===== config.mk =====
export PLATFORM = sky130hd
export DESIGN_NAME = imm_sign_extender
export DESIGN_NICKNAME = d
export VERILOG_FILES = /design/src/rtl/mips_pkg.sv /design/src/rtl/imm_sign_extender_ext_core.sv /design/src/rtl/imm_sign_extender.sv
export SDC_FILE = /design/constraint.sdc
export NUM_CORES = 1
export LEC_CHECK = 0
export ABC_CLOCK_PERIOD_IN_PS = 1500
export CAP_MARGIN = 20
export CORE_ASPECT_RATIO = 1.5
export CORE_MARGIN = 2
export CORE_UTILIZATION = 39
export DETAILED_ROUTE_END_ITERATION = 8
export PLACE_DENSITY = 0.75
export SYNTH_ARGS = -nofsm -noshare
export SYNTH_HDL_FRONTEND = slang
export SYNTH_SLANG_ARGS = --single-unit

===== constraint.sdc =====
create_clock -name clock -period 1.5 [get_ports clock]
set_input_delay 0.15 -clock clock [delete_from_list [all_inputs] [get_ports clock]]
set_output_delay 0.15 -clock clock [all_outputs]
set_load 0.05 [all_outputs]

===== src/rtl/mips_pkg.sv =====
// Shared MIPS datapath definitions.
// Immediate-extension modes, default widths and ALU opcodes.
package mips_pkg;

   localparam int IMM_IN_W  = 16;
   localparam int IMM_OUT_W = 32;

   typedef enum logic [1:0] {
      EXT_HALF  = 2'b00,
      EXT_BYTE  = 2'b01,
      EXT_UPPER = 2'b10,
      EXT_RSVD  = 2'b11
   } ext_mode_e;

   typedef enum logic [3:0] {
      ALU_ADD  = 4'h0,
      ALU_SUB  = 4'h1,
      ALU_AND  = 4'h2,
      ALU_OR   = 4'h3,
      ALU_XOR  = 4'h4,
      ALU_NOR  = 4'h5,
      ALU_SLT  = 4'h6,
      ALU_SLTU = 4'h7,
      ALU_SLL  = 4'h8,
      ALU_SRL  = 4'h9,
      ALU_SRA  = 4'hA,
      ALU_LUI  = 4'hB
   } alu_op_e;

endpackage


===== src/rtl/imm_sign_extender_ext_core.sv =====
// Combinational immediate-extension mux.
// Reserved mode falls back to halfword extension.
module ext_core
   import mips_pkg::*;
#(
   parameter int IN_W  = IMM_IN_W,
   parameter int OUT_W = IMM_OUT_W
) (
   input  logic [IN_W-1:0]  imm_val,
   input  logic             ctrl,
   input  logic [1:0]       mode,
   output logic [OUT_W-1:0] out_val
);

   logic half_fill;
   logic byte_fill;

   assign half_fill = ctrl & imm_val[IN_W-1];
   assign byte_fill = ctrl & imm_val[7];

   // Select the extension form; every branch drives all bits.
   always_comb begin
      out_val = {{(OUT_W-IN_W){half_fill}}, imm_val};
      unique case (mode)
         EXT_BYTE:
            out_val = {{(OUT_W-8){byte_fill}}, imm_val[7:0]};
         EXT_UPPER:
            out_val = {imm_val, {(OUT_W-IN_W){1'b0}}};
         default:
            out_val = {{(OUT_W-IN_W){half_fill}}, imm_val};
      endcase
   end

endmodule


===== src/rtl/imm_sign_extender.sv =====
// Immediate extender with combinational output.
// A capture register provides a registered copy plus valid flag.
module imm_sign_extender
   import mips_pkg::*;
#(
   parameter int IN_W  = IMM_IN_W,
   parameter int OUT_W = IMM_OUT_W
) (
   input  logic             clock,
   input  logic             reset,
   input  logic [IN_W-1:0]  imm_val,
   input  logic             ctrl,
   input  logic [1:0]       mode,
   input  logic             en,
   output logic [OUT_W-1:0] out_val,
   output logic [OUT_W-1:0] out_val_q,
   output logic             out_valid_q
);

   ext_core #(
      .IN_W  (IN_W),
      .OUT_W (OUT_W)
   ) u_core (
      .imm_val (imm_val),
      .ctrl    (ctrl),
      .mode    (mode),
      .out_val (out_val)
   );

   // Capture register; reset wins over enable.
   always_ff @(posedge clock) begin
      if (reset) begin
         out_val_q   <= '0;
         out_valid_q <= 1'b0;
      end else if (en) begin
         out_val_q   <= out_val;
         out_valid_q <= 1'b1;
      end
   end

endmodule


==> run metrics <==
status=complete, no violations; DR vias=1930; Post-DP HPWL=3900 microns; First-pass DRT Iterations=4; initial antenna violation count=1; Max Clk Rate=0.686 GHz; maximum VDD drop=0.844 mV; min-delay src=en; gpl congestion=0.790; Synth cell types=21; NumNets Final=323; PortBufs=86; Syn Nets=218; most frequent cell on the critical path=buf_12; crit path max-delay cell type=ha_4; CTS Buffer Depth=2; Startpoint Class=input port; cts hold-fix bufs=0; CP top delay family=buffers and inverters; Initial Util=0.401; Mapped Avg Cell Area=8.69 sq um; clock-pin slew on the worst setup and hold paths=0.07 ns; kind of critical path=in -> out; dpl ws=-0.689 ns; CTS root buf=clkbuf_8; Slew @ Worst Pin=0.254 ns; Final ANT Viol Nets=0; maxcap violations=0; global-route wire length before repair=9920 microns; Logic pwr share=0.466; GRT Overall Usage=0.264; core area=4210 sq um; Reg power frac=0.316; WL/cell=18.2 microns; Clock power frac=0.218; PwrDens=898 nW/um^2; worst-path fanout max=7; Critical Path Sink Type=primary output; Final period util=0.972; starting DRC count in detailed routing=78; post-route setup slack=0.0426 ns; #FFs+latches synth=33; Clock Skews=0 ns; Buf/Inv on CP=5; RSZ-0062 raised after global routing=no; TritonCTS clock tree=built; Area contributors post-synth=dfxtp_1 39%, a41oi_1 8.3%, nand3b_1 7.1%, o21bai_1 7.1%, nand3_1 5.0%; Worst path max stage delay=0.29 ns; Sw Ratio=0.390; Seq/Total Area, Yosys=0.392; Pleak=1.59 nW; num ports=87; Max transition margin=0.830; total power=3.05 mW; synth warn=0; Die X=57.7 microns; Max Transition Viols Final=0; GRT Residual Overflow=0; Layout Area Growth over Synthesis=102%; worst hold path depth=4; leading area contributor after synthesis=dfxtp_1; share of cells above drive strength 1=0.487; DRC Markers=0; worst reg2reg path depth=2; Cell Int Power=1.86 mW; Synth top area share=0.392; Min-Delay Path Class=in -> reg; Worst R2R End=out_val_q[12]; Vert. Die Dim=84.5 microns; R2R Setup Slk=0.75 ns; die area=4880 sq um; Crit path required time=1.35 ns; drt total wl=6310 microns; Clock Sinks=33; RR Startpoint=out_val_q[12]; net switching power=1.19 mW; final hold vios=0; Worst Path Arrival=1.31 ns; Clk Latency, worst-skew pair=0.28 ns; row cnt=29; final setup violation count=0; setup TNS=0 ns; post-layout minimum cycle time=1.46 ns; Vias/cell=5.56; largest net degree at the start of global routing=66; CTS buffer count=5; Post-Synthesis Cells=194; H-tree levels=2; crit path cell chain=buf_2 -> inv_2 -> ha_4 -> nand4b_4 -> buf_12 -> buf_12 -> nand3_2 -> buf_12; vias in the first global route=1891; Syn Std Cell Area=1690 sq um; Min-Delay Endpoint=out_valid_q
synth_stat cells (all sizes together):
library cell,count
buf,17
nor2b,8
o211ai,8
ha,2
a311oi,8
nand2,16
inv,2
nor2,11
nand3b,16
nand2b,8
nand3,17
a41oi,16
clkbuf,7
o21bai,16
dfxtp,33
a21oi,8
nand4b,1
flip-flops by register name, indices dropped and copies added (netlist names):
signal and count:
out_valid_q 1, out_val_q 32
power by group through the flow:
stage	clock network, mW	registers, mW	logic (mW)
after global routing	0.721	0.972	1.47
after global placement	0	0.983	1.32
after floorplan	0	1.18	0.524
final	0.666	0.966	1.42
after detailed placement	0	0.985	1.33
after CTS	0.681	0.965	1.40
layout make-up:
| cell class | count | area [sq um] |
|---|---|---|
| timing repair buffer | 122 | 1510 |
| multi-input combinational | 135 | 1070 |
| fill | 242 | 810 |
| sequential | 33 | 661 |
| clock buffer | 5 | 68.8 |
| tap | 46 | 57.6 |
| clock inverter | 3 | 17.5 |
| inverter | 2 | 7.51 |
| antenna | 1 | 2.50 |
layer usage:
metal,up-vias,track usage,wire (microns)
met3,14,0.0524,320
met2,69,0.443,3360
met1,921,0.322,2430
met5,-,0,0
met4,0,0.110,204
li1,926,-,-
kinds of logic after synthesis:
family,share of synthesized area
AOI/OAI and AO/OA,0.259
adders and majority gates,0.0148
buffers and inverters,0.0794
DFF,0.392
and+or+nand+nor,0.255
worst max-delay path by stage:
stage / start / depth (start not counted) / endpoint
6_report: mode[0] / 8 / out_val[26]
3_3_place_gp: mode[0] / 6 / out_val[7]
4_1_cts: mode[0] / 6 / out_val[6]
2_1_floorplan: mode[0] / 6 / out_val[16]
3_5_place_dp: mode[0] / 6 / out_val[6]
5_1_grt: mode[0] / 8 / out_val[26]
stage by stage:
step | util | cells | area [sq um] | hold WS [ns]
floorplan | - | 194 | 1700 | 0.318
global placement | 0.703 | 327 | 2960 | 0.447
detailed placement | 0.703 | 327 | 2960 | 0.457
CTS | 0.799 | 344 | 3360 | 0.372
global route | 0.808 | 347 | 3400 | 0.392
finish | 0.808 | 347 | 3400 | 0.367
worst register-to-register path, stage by stage, from the launching register on:
cell	delay, ns
dfxtp_1	0.34
nor2_1	0.05
a311oi_1	0.26
cells in the final DEF, fill, tap and decap left out, drive strengths merged:
cell type        n
a311oi           8
a41oi           16
o21bai          16
nand4b           1
nor2b            8
dlymetal6s2s     2
o211ai           8
nor2            11
clkinvlp         1
bufbuf           2
ha               2
nand2b           8
clkdlybuf4s50   16
a21oi            8
diode            1
buf            101
nand2           16
nand3           17
clkbuf           6
dfxtp           33
clkinv           2
nand3b          16
inv              2
repair_timing:
action                                  in CTS  in global routing
gates cloned                                 4                  0
endpoints found under the setup margin      56                 36
pin swaps                                    1                  2
buffers inserted                             5                  2
gates resized for setup                     41                  9
(Power assumes the default switching activity.)
